$ cat src/rtl/match_overlay_ctrl.sv
// Frame-synchronous grey-out / message controller for the overlay stage.
// Tracks pause and end-of-match, drives blink phase and game freeze/reset.
module match_overlay_ctrl #(
  parameter logic [3:0]  WIN_SCORE       = 4'd15,
  parameter int unsigned BLINK_FRAMES    = 30,
  parameter int unsigned END_HOLD_FRAMES = 120
) (
  input  logic       pclk,
  input  logic       rst,
  input  logic       vsync_in,
  input  logic [3:0] score_left,
  input  logic [3:0] score_right,
  input  logic       pause_btn,
  input  logic       restart_btn,
  output logic       grey_en,
  output logic       endgame,
  output logic       msg_visible,
  output logic       winner,
  output logic       game_freeze,
  output logic       game_rst_req
);

  typedef enum logic [2:0] {
    ST_PLAY,
    ST_PAUSE,
    ST_END_HOLD,
    ST_END_WAIT,
    ST_RESTART
  } state_t;

  localparam logic [7:0] BLINK_LAST =
    8'(BLINK_FRAMES - 1);
  localparam logic [7:0] HOLD_LAST =
    8'(END_HOLD_FRAMES - 1);

  state_t     state_q, state_d;
  logic [7:0] blink_q, blink_d;
  logic [7:0] hold_q, hold_d;
  logic       vis_q, vis_d;
  logic       win_q, win_d;

  logic       vsync_q;
  logic       pause_q;
  logic       restart_q;

  logic       grey_q, grey_d;
  logic       endg_q, endg_d;
  logic       msg_q, msg_d;
  logic       wnr_q, wnr_d;
  logic       frz_q, frz_d;
  logic       req_q, req_d;

  logic       frame_tick;
  logic       pause_rise;
  logic       restart_rise;
  logic       left_win;
  logic       right_win;
  logic       win;
  logic       in_msg;
  logic       in_end;

  assign frame_tick   = vsync_in & ~vsync_q;
  assign pause_rise   = pause_btn & ~pause_q;
  assign restart_rise = restart_btn & ~restart_q;

  assign left_win  = score_left >= WIN_SCORE;
  assign right_win = score_right >= WIN_SCORE;
  assign win       = left_win | right_win;

  assign in_end = (state_q == ST_END_HOLD)
                | (state_q == ST_END_WAIT);
  assign in_msg = in_end | (state_q == ST_PAUSE);

  always_ff @(posedge pclk) begin
    if (rst) begin
      vsync_q   <= 1'b0;
      pause_q   <= 1'b0;
      restart_q <= 1'b0;
    end else begin
      vsync_q   <= vsync_in;
      pause_q   <= pause_btn;
      restart_q <= restart_btn;
    end
  end

  always_comb begin
    state_d = state_q;
    blink_d = blink_q;
    hold_d  = hold_q;
    vis_d   = vis_q;
    win_d   = win_q;

    // Blink runs in every message state; entries below override it.
    if (in_msg && frame_tick) begin
      if (blink_q == BLINK_LAST) begin
        blink_d = 8'd0;
        vis_d   = ~vis_q;
      end else begin
        blink_d = blink_q + 8'd1;
      end
    end

    unique case (state_q)
      ST_PLAY: begin
        if (win) begin
          state_d = ST_END_HOLD;
          win_d   = ~left_win;
          blink_d = 8'd0;
          vis_d   = 1'b1;
          hold_d  = 8'd0;
        end else if (pause_rise) begin
          state_d = ST_PAUSE;
          blink_d = 8'd0;
          vis_d   = 1'b1;
        end
      end
      ST_PAUSE: begin
        if (restart_rise) begin
          state_d = ST_RESTART;
        end else if (pause_rise) begin
          state_d = ST_PLAY;
        end
      end
      ST_END_HOLD: begin
        if (frame_tick) begin
          if (hold_q == HOLD_LAST) begin
            state_d = ST_END_WAIT;
          end else begin
            hold_d = hold_q + 8'd1;
          end
        end
      end
      ST_END_WAIT: begin
        if (restart_rise) begin
          state_d = ST_RESTART;
        end
      end
      ST_RESTART: begin
        state_d = ST_PLAY;
        win_d   = 1'b0;
      end
      default: begin
        state_d = ST_PLAY;
      end
    endcase
  end

  always_comb begin
    grey_d = in_msg;
    endg_d = in_end;
    msg_d  = in_msg & vis_q;
    wnr_d  = in_end & win_q;
    frz_d  = state_q != ST_PLAY;
    req_d  = state_q == ST_RESTART;
  end

  always_ff @(posedge pclk) begin
    if (rst) begin
      state_q <= ST_PLAY;
      blink_q <= 8'd0;
      hold_q  <= 8'd0;
      vis_q   <= 1'b0;
      win_q   <= 1'b0;
    end else begin
      state_q <= state_d;
      blink_q <= blink_d;
      hold_q  <= hold_d;
      vis_q   <= vis_d;
      win_q   <= win_d;
    end
  end

  // Outputs lag the state register by one cycle.
  always_ff @(posedge pclk) begin
    if (rst) begin
      grey_q <= 1'b0;
      endg_q <= 1'b0;
      msg_q  <= 1'b0;
      wnr_q  <= 1'b0;
      frz_q  <= 1'b0;
      req_q  <= 1'b0;
    end else begin
      grey_q <= grey_d;
      endg_q <= endg_d;
      msg_q  <= msg_d;
      wnr_q  <= wnr_d;
      frz_q  <= frz_d;
      req_q  <= req_d;
    end
  end

  assign grey_en      = grey_q;
  assign endgame      = endg_q;
  assign msg_visible  = msg_q;
  assign winner       = wnr_q;
  assign game_freeze  = frz_q;
  assign game_rst_req = req_q;

endmodule

$ cat config.mk
export PLATFORM = sky130hd
export DESIGN_NAME = match_overlay_ctrl
export DESIGN_NICKNAME = d
export VERILOG_FILES = /design/src/rtl/match_overlay_ctrl.sv
export SDC_FILE = /design/constraint.sdc
export NUM_CORES = 1
export LEC_CHECK = 0
export BUFFER_PORTS_ARGS = -buffer_cell sky130_fd_sc_hd__buf_2
export CAP_MARGIN = 25
export CORE_MARGIN = 2
export CORE_UTILIZATION = 60
export CTS_CLUSTER_SIZE = 14
export DETAILED_ROUTE_END_ITERATION = 16
export HOLD_SLACK_MARGIN = 0.06
export PLACE_DENSITY = 0.83
export SYNTH_ARGS = -nofsm -noshare
export SYNTH_HDL_FRONTEND = slang
export SYNTH_SLANG_ARGS = --single-unit
$ cat constraint.sdc
create_clock -name pclk -period 5.8 [get_ports pclk]
set_clock_uncertainty 0.2 [all_clocks]
set_input_delay 0.58 -clock pclk [delete_from_list [all_inputs] [get_ports pclk]]
set_output_delay 0.58 -clock pclk [all_outputs]
set_load 0.02 [all_outputs]
# == After elaboration in Yosys (flattened, before gate mapping) ==
# Index checks and enable logic that the tools add are counted.
# op_classes
magnitude_cmp,2
mux,24
n_reduce_logical,8
bitwise,13
n_addsub,2
n_eq_ne,13
# ops
op,n
two-way mux 8 bit,8
two-way mux 3 bit,7
"adder 8 x 1 -> 8 bit, second input constant",2
case mux 8 bit (2 select lines),1
case mux 3 bit (4 select lines),1
"equality test 8 x 5 -> 1 bit, second input constant",1
"equality test 8 x 7 -> 1 bit, second input constant",1
"greater-or-equal comparator 4 bit, second input constant",2
"!= test 2 bit, second input constant",4
"equality test 3 x 2 -> 1 bit, second input constant",2
two-way mux 1 bit,6
"!= test 3 bit, second input constant",2
bitwise AND 1 bit,5
inverter 1 bit,5
AND reduction 5 bit,1
AND reduction 4 bit,1
nonzero test 2 bit,2
"equality test 3 x 1 -> 1 bit, second input constant",1
"equality test 3 bit, second input constant",1
logical NOT 3 bit,1
bitwise OR 1 bit,3
nonzero test 3 bit,1
"!= test 2 x 1 -> 1 bit, second input constant",1
case mux 1 bit (2 select lines),1
2 further kinds,2
# word_totals
output_inout_bits,6
word_cells,76
inputBits,13
reg_bits,30

# == Logic depth before layout (Yosys ltp) ==
# depth
depth_word,8
mapped_depth,6
ltp_nobuf,6

# == Least setup slack after synthesis ==
# OpenSTA, ideal clock, no wires.
# synth_timing
path_type,input port to flip-flop
from,input port vsync_in
to,register blink_q[4]
slack_ns,3.629
path_buffers,1
setup_ns,0.074
cell_stages,5
required_ns,5.526
arrival_time_ns,1.897
path_cell_list,or3b_4 buf_6 or3_1 or3b_1 a31oi_1
# synth_via
elab_chain_cells,6
# synth_lines
item,line_no,rtl
"start, declared",10,"input logic vsync_in,"
bitwise AND 1 bit (*),62,assign frame_tick = vsync_in & ~vsync_q;
logical AND 1 bit (*),94,if (in_msg && frame_tick) begin
two-way mux 8 bit (*),94,
two-way mux 8 bit,111,end else if (pause_rise) begin
two-way mux 8 bit,105,if (win) begin
two-way mux 8 bit (*),103,unique case (state_q)
"end signal, assigned",166,blink_q <= blink_d;
"end, declared",37,"logic [7:0] blink_q, blink_d;"
# Mark *: on every way between the ends. The rest lies on a longest branch, timed or not.
# A chain may end at the register's enable or synchronous reset.

# == Worst setup path after layout ==
# layout_timing
from,register state_q[2]
to,register hold_q[6]
# layout_via
elab_chain_cells,3
word_cells_on_any_way,8
classes_between,eq/ne: 4; mux: 1; reduce/logical: 3
# layout_lines
item,line_no,rtl
"start, declared",36,"state_t state_q, state_d;"
"start signal, assigned",165,state_q <= state_d;
equality test 3 x 2 -> 1 bit or logical NOT 3 bit (tied branches),103,
!= test 2 bit (no source line) or nonzero test 2 bit (tied branches),n/a,
AND reduction 4 bit (no source line),n/a,
"end signal, assigned",167,hold_q <= hold_d;
"end, declared",38,"logic [7:0] hold_q, hold_d;"
# Parallel ways exist; a longest one is shown, timed or not.

==> results.ini <==
[hold_path]
hold_class=flop to flop
hp-start=win_q
min_path_cells=1
hold_end=winner

[synth]
netlist.area_leader.share_pct=42.4
synth_top_cell_by_area=dfxtp_1
synth_nets=173
syn_area_per_cell_um2=9.01
synthCells=157
yosysSeqAreaShare_pct=42.4
synth_area_um2=1420
ys_types=39
ys.warnings.count=0
synth-edff-count=0
yosys_register_bits=30
async_flop_share_pct=0
synthFlopType=dfxtp_1
synth_area_leaders=dfxtp_1 42%, mux2i_1 4.2%, xnor2_1 3.7%

[placed_design]
place_congestion=0.853
hpwl_um=2030
portBuffers=18
placed_cell_area_um2=1500

[finish]
nNetsFinal=192
layout_commonest_cell=dfxtp_1
stdcell_area_um2=1560
antennaDiodeCount=0
layout_common_cells=30 x dfxtp_1, 18 x buf_2, 11 x nor2_1, 10 x nand2_1, 8 x nand3_1
area_growth_pct=10.4
final_layout_size_suffix_gt1_share_pct=16.9

[die]
initial_core_util_pct=64.0
num_rows=17
ioPinCount=19
die_h_um=52.6
dieArea_um2=2760
die_x_um=52.6
core_um2=2210

[grt]
grt_max_degree=16
use_met1_pct=29.1
use_met2_pct=39.8
grt_pass1_vias=1189
overflow=0
antenna_found_initial=0
grt.busiest_layer=met2
grt_pass1_wl_um=5000
use_met3_pct=8.86
grt_usage_pct=25.1

[power_and_ir_drop]
leakagePower_nw=0.552
peakVddDrop_mv=0.229
cellPowerDensity_nw_per_um2=315

[critical_path]
cp.arrival_ns=2.42
crit_chain=nor3_1 -> o21ai_1 -> a2111oi_0 -> mux2i_1
r2r_cells=4
crit_required_ns=5.86
path_class=flop to flop
cp-end-kind=flop
rr_endpoint=hold_q[6]
cp-start-kind=flop
cp_max_fo=15
cpPeakStageDelay_ns=0.67
crit_slowest_cell=a2111oi_0
reg2reg_slack_ns=3.44
r2r-start=state_q[2]

[timing]
setup_viol=0
relSlewSlack_pct=34.2
max_freq_mhz=425
finalHoldViolCount=0
final.setup.tns_ns=0
rsz0062_at_grt=no
fin_crit_ns=2.36
tightest_slew_ns=0.980
fin_crit_sh_pct=40.6
report.final.slew_viol_count=0

[drt]
routed_wl_um=2900
drtPass1Iterations=4
ant_nets=0
drt_iter0_markers=40
wire_per_inst_um=14.2
vias=1248
drc=0
via_per_inst=6.09

[clock_network]
cts_tree=done
clk_latency_ns=0.33
ctsResizeCount=0
postCtsSetupRepairBufs=0
cts_hold_buf=0
clock_path_buffers=2
cts.sink_count=30
cts-htree-levels=2
clk_pin_slew_ns=0.09
cts_root_buf=clkbuf_4
cts_buffers=5

[run_status]
status=completed

[run]
drv_cap=0

-- worst max-delay path by stage --
| stage | endpoint | startpoint | depth (start not counted) | slack (ns) |
|---|---|---|---|---|
| 4_1_cts | hold_q[6] | state_q[1] | 4 | 3.49 |
| 3_3_place_gp | hold_q[7] | score_left[0] | 5 | 3.46 |
| 2_1_floorplan | blink_q[4] | vsync_in | 5 | 3.63 |
| 5_1_grt | hold_q[7] | state_q[2] | 4 | 3.28 |
| 6_report | hold_q[6] | state_q[2] | 4 | 3.44 |
| 3_5_place_dp | hold_q[6] | score_right[1] | 5 | 3.35 |
-- critical path, delay by kind of cell (launching register included) --
kind,cells,cell delay [ns]
AOI/OAI and AO/OA,2,1.11
DFF,1,0.41
muxes,1,0.23
and+or+nand+nor,1,0.34
-- final cells by class --
class                      count  area [um2]
multi-input combinational    114         751
fill                         188         649
sequential                    30         601
timing repair buffer          18        90.1
clock buffer                   7        55.1
tap                           28        35.0
inverter                       7        26.3
clock inverter                 1        5.00
-- sequential cells by signal, indices dropped and copies added (netlist names) --
signal / cells
winner: 1
endgame: 1
game_freeze: 1
pause_q: 1
msg_visible: 1
game_rst_req: 1
state_q: 3
vis_q: 1
grey_en: 1
hold_q: 8
win_q: 1
vsync_q: 1
restart_q: 1
blink_q: 8
-- stage by stage --
step	cells	util (%)	hold slack, ns	total power, W	worst slack (ns)
2_1_floorplan	157	-	0.231	0.000336	3.63
3_3_place_gp	197	67.9	0.259	0.000359	3.46
3_5_place_dp	197	67.9	0.263	0.000362	3.35
4_1_cts	205	70.6	0.283	0.000493	3.49
5_1_grt	205	70.6	0.299	0.000515	3.28
6_report	205	70.6	0.278	0.000492	3.44
-- Yosys cell counts, types with 2 or more instances --
master      n
xnor2_1     6
inv_1       7
o211ai_1    2
nor3b_1     2
o2111ai_1   2
nor2b_1     5
a21oi_1     6
a31oi_1     2
nand4_1     2
a221oi_1    2
or3b_2      2
a2111oi_0   2
clkbuf_1    4
a211oi_1    2
nor4_1      4
nand3_1     8
nand2b_1    3
nor2_1     11
nand3b_1    5
buf_6       2
or3_1       5
mux2i_1     6
and4_1      2
nor3_1      5
o21ai_0     4
and2_1      3
nand2_1    10
dfxtp_1    30
ha_1        3
-- layer usage --
metal,share of wire [%],routed length (um),up-vias
li1,-,-,613
met3,6.8,196,8
met2,48,1380,49
met5,0,0,-
met4,2.0,58,0
met1,44,1270,578
-- power breakdown --
part	total [W]	internal (W)	switching (W)
Combinational	0.000125	0.0000459	0.0000787
Sequential	0.000238	0.000224	0.0000144
Clock	0.000129	0.0000586	0.0000700
Total	0.000492	0.000329	0.000163
-- kinds of logic (layout without fill, tap and decap cells) --
group | Yosys count | count (layout) | synth area share [%]
AOI/OAI and AO/OA | 27 | 27 | 13.5
xor gates and xnor gates | 6 | 6 | 3.71
adders and majority gates | 3 | 3 | 2.65
buffers and inverters | 13 | 33 | 4.51
DFF | 30 | 30 | 42.4
muxes | 6 | 6 | 4.24
and+or+nand+nor | 72 | 72 | 28.9
Power figures use the tool's default switching activity.
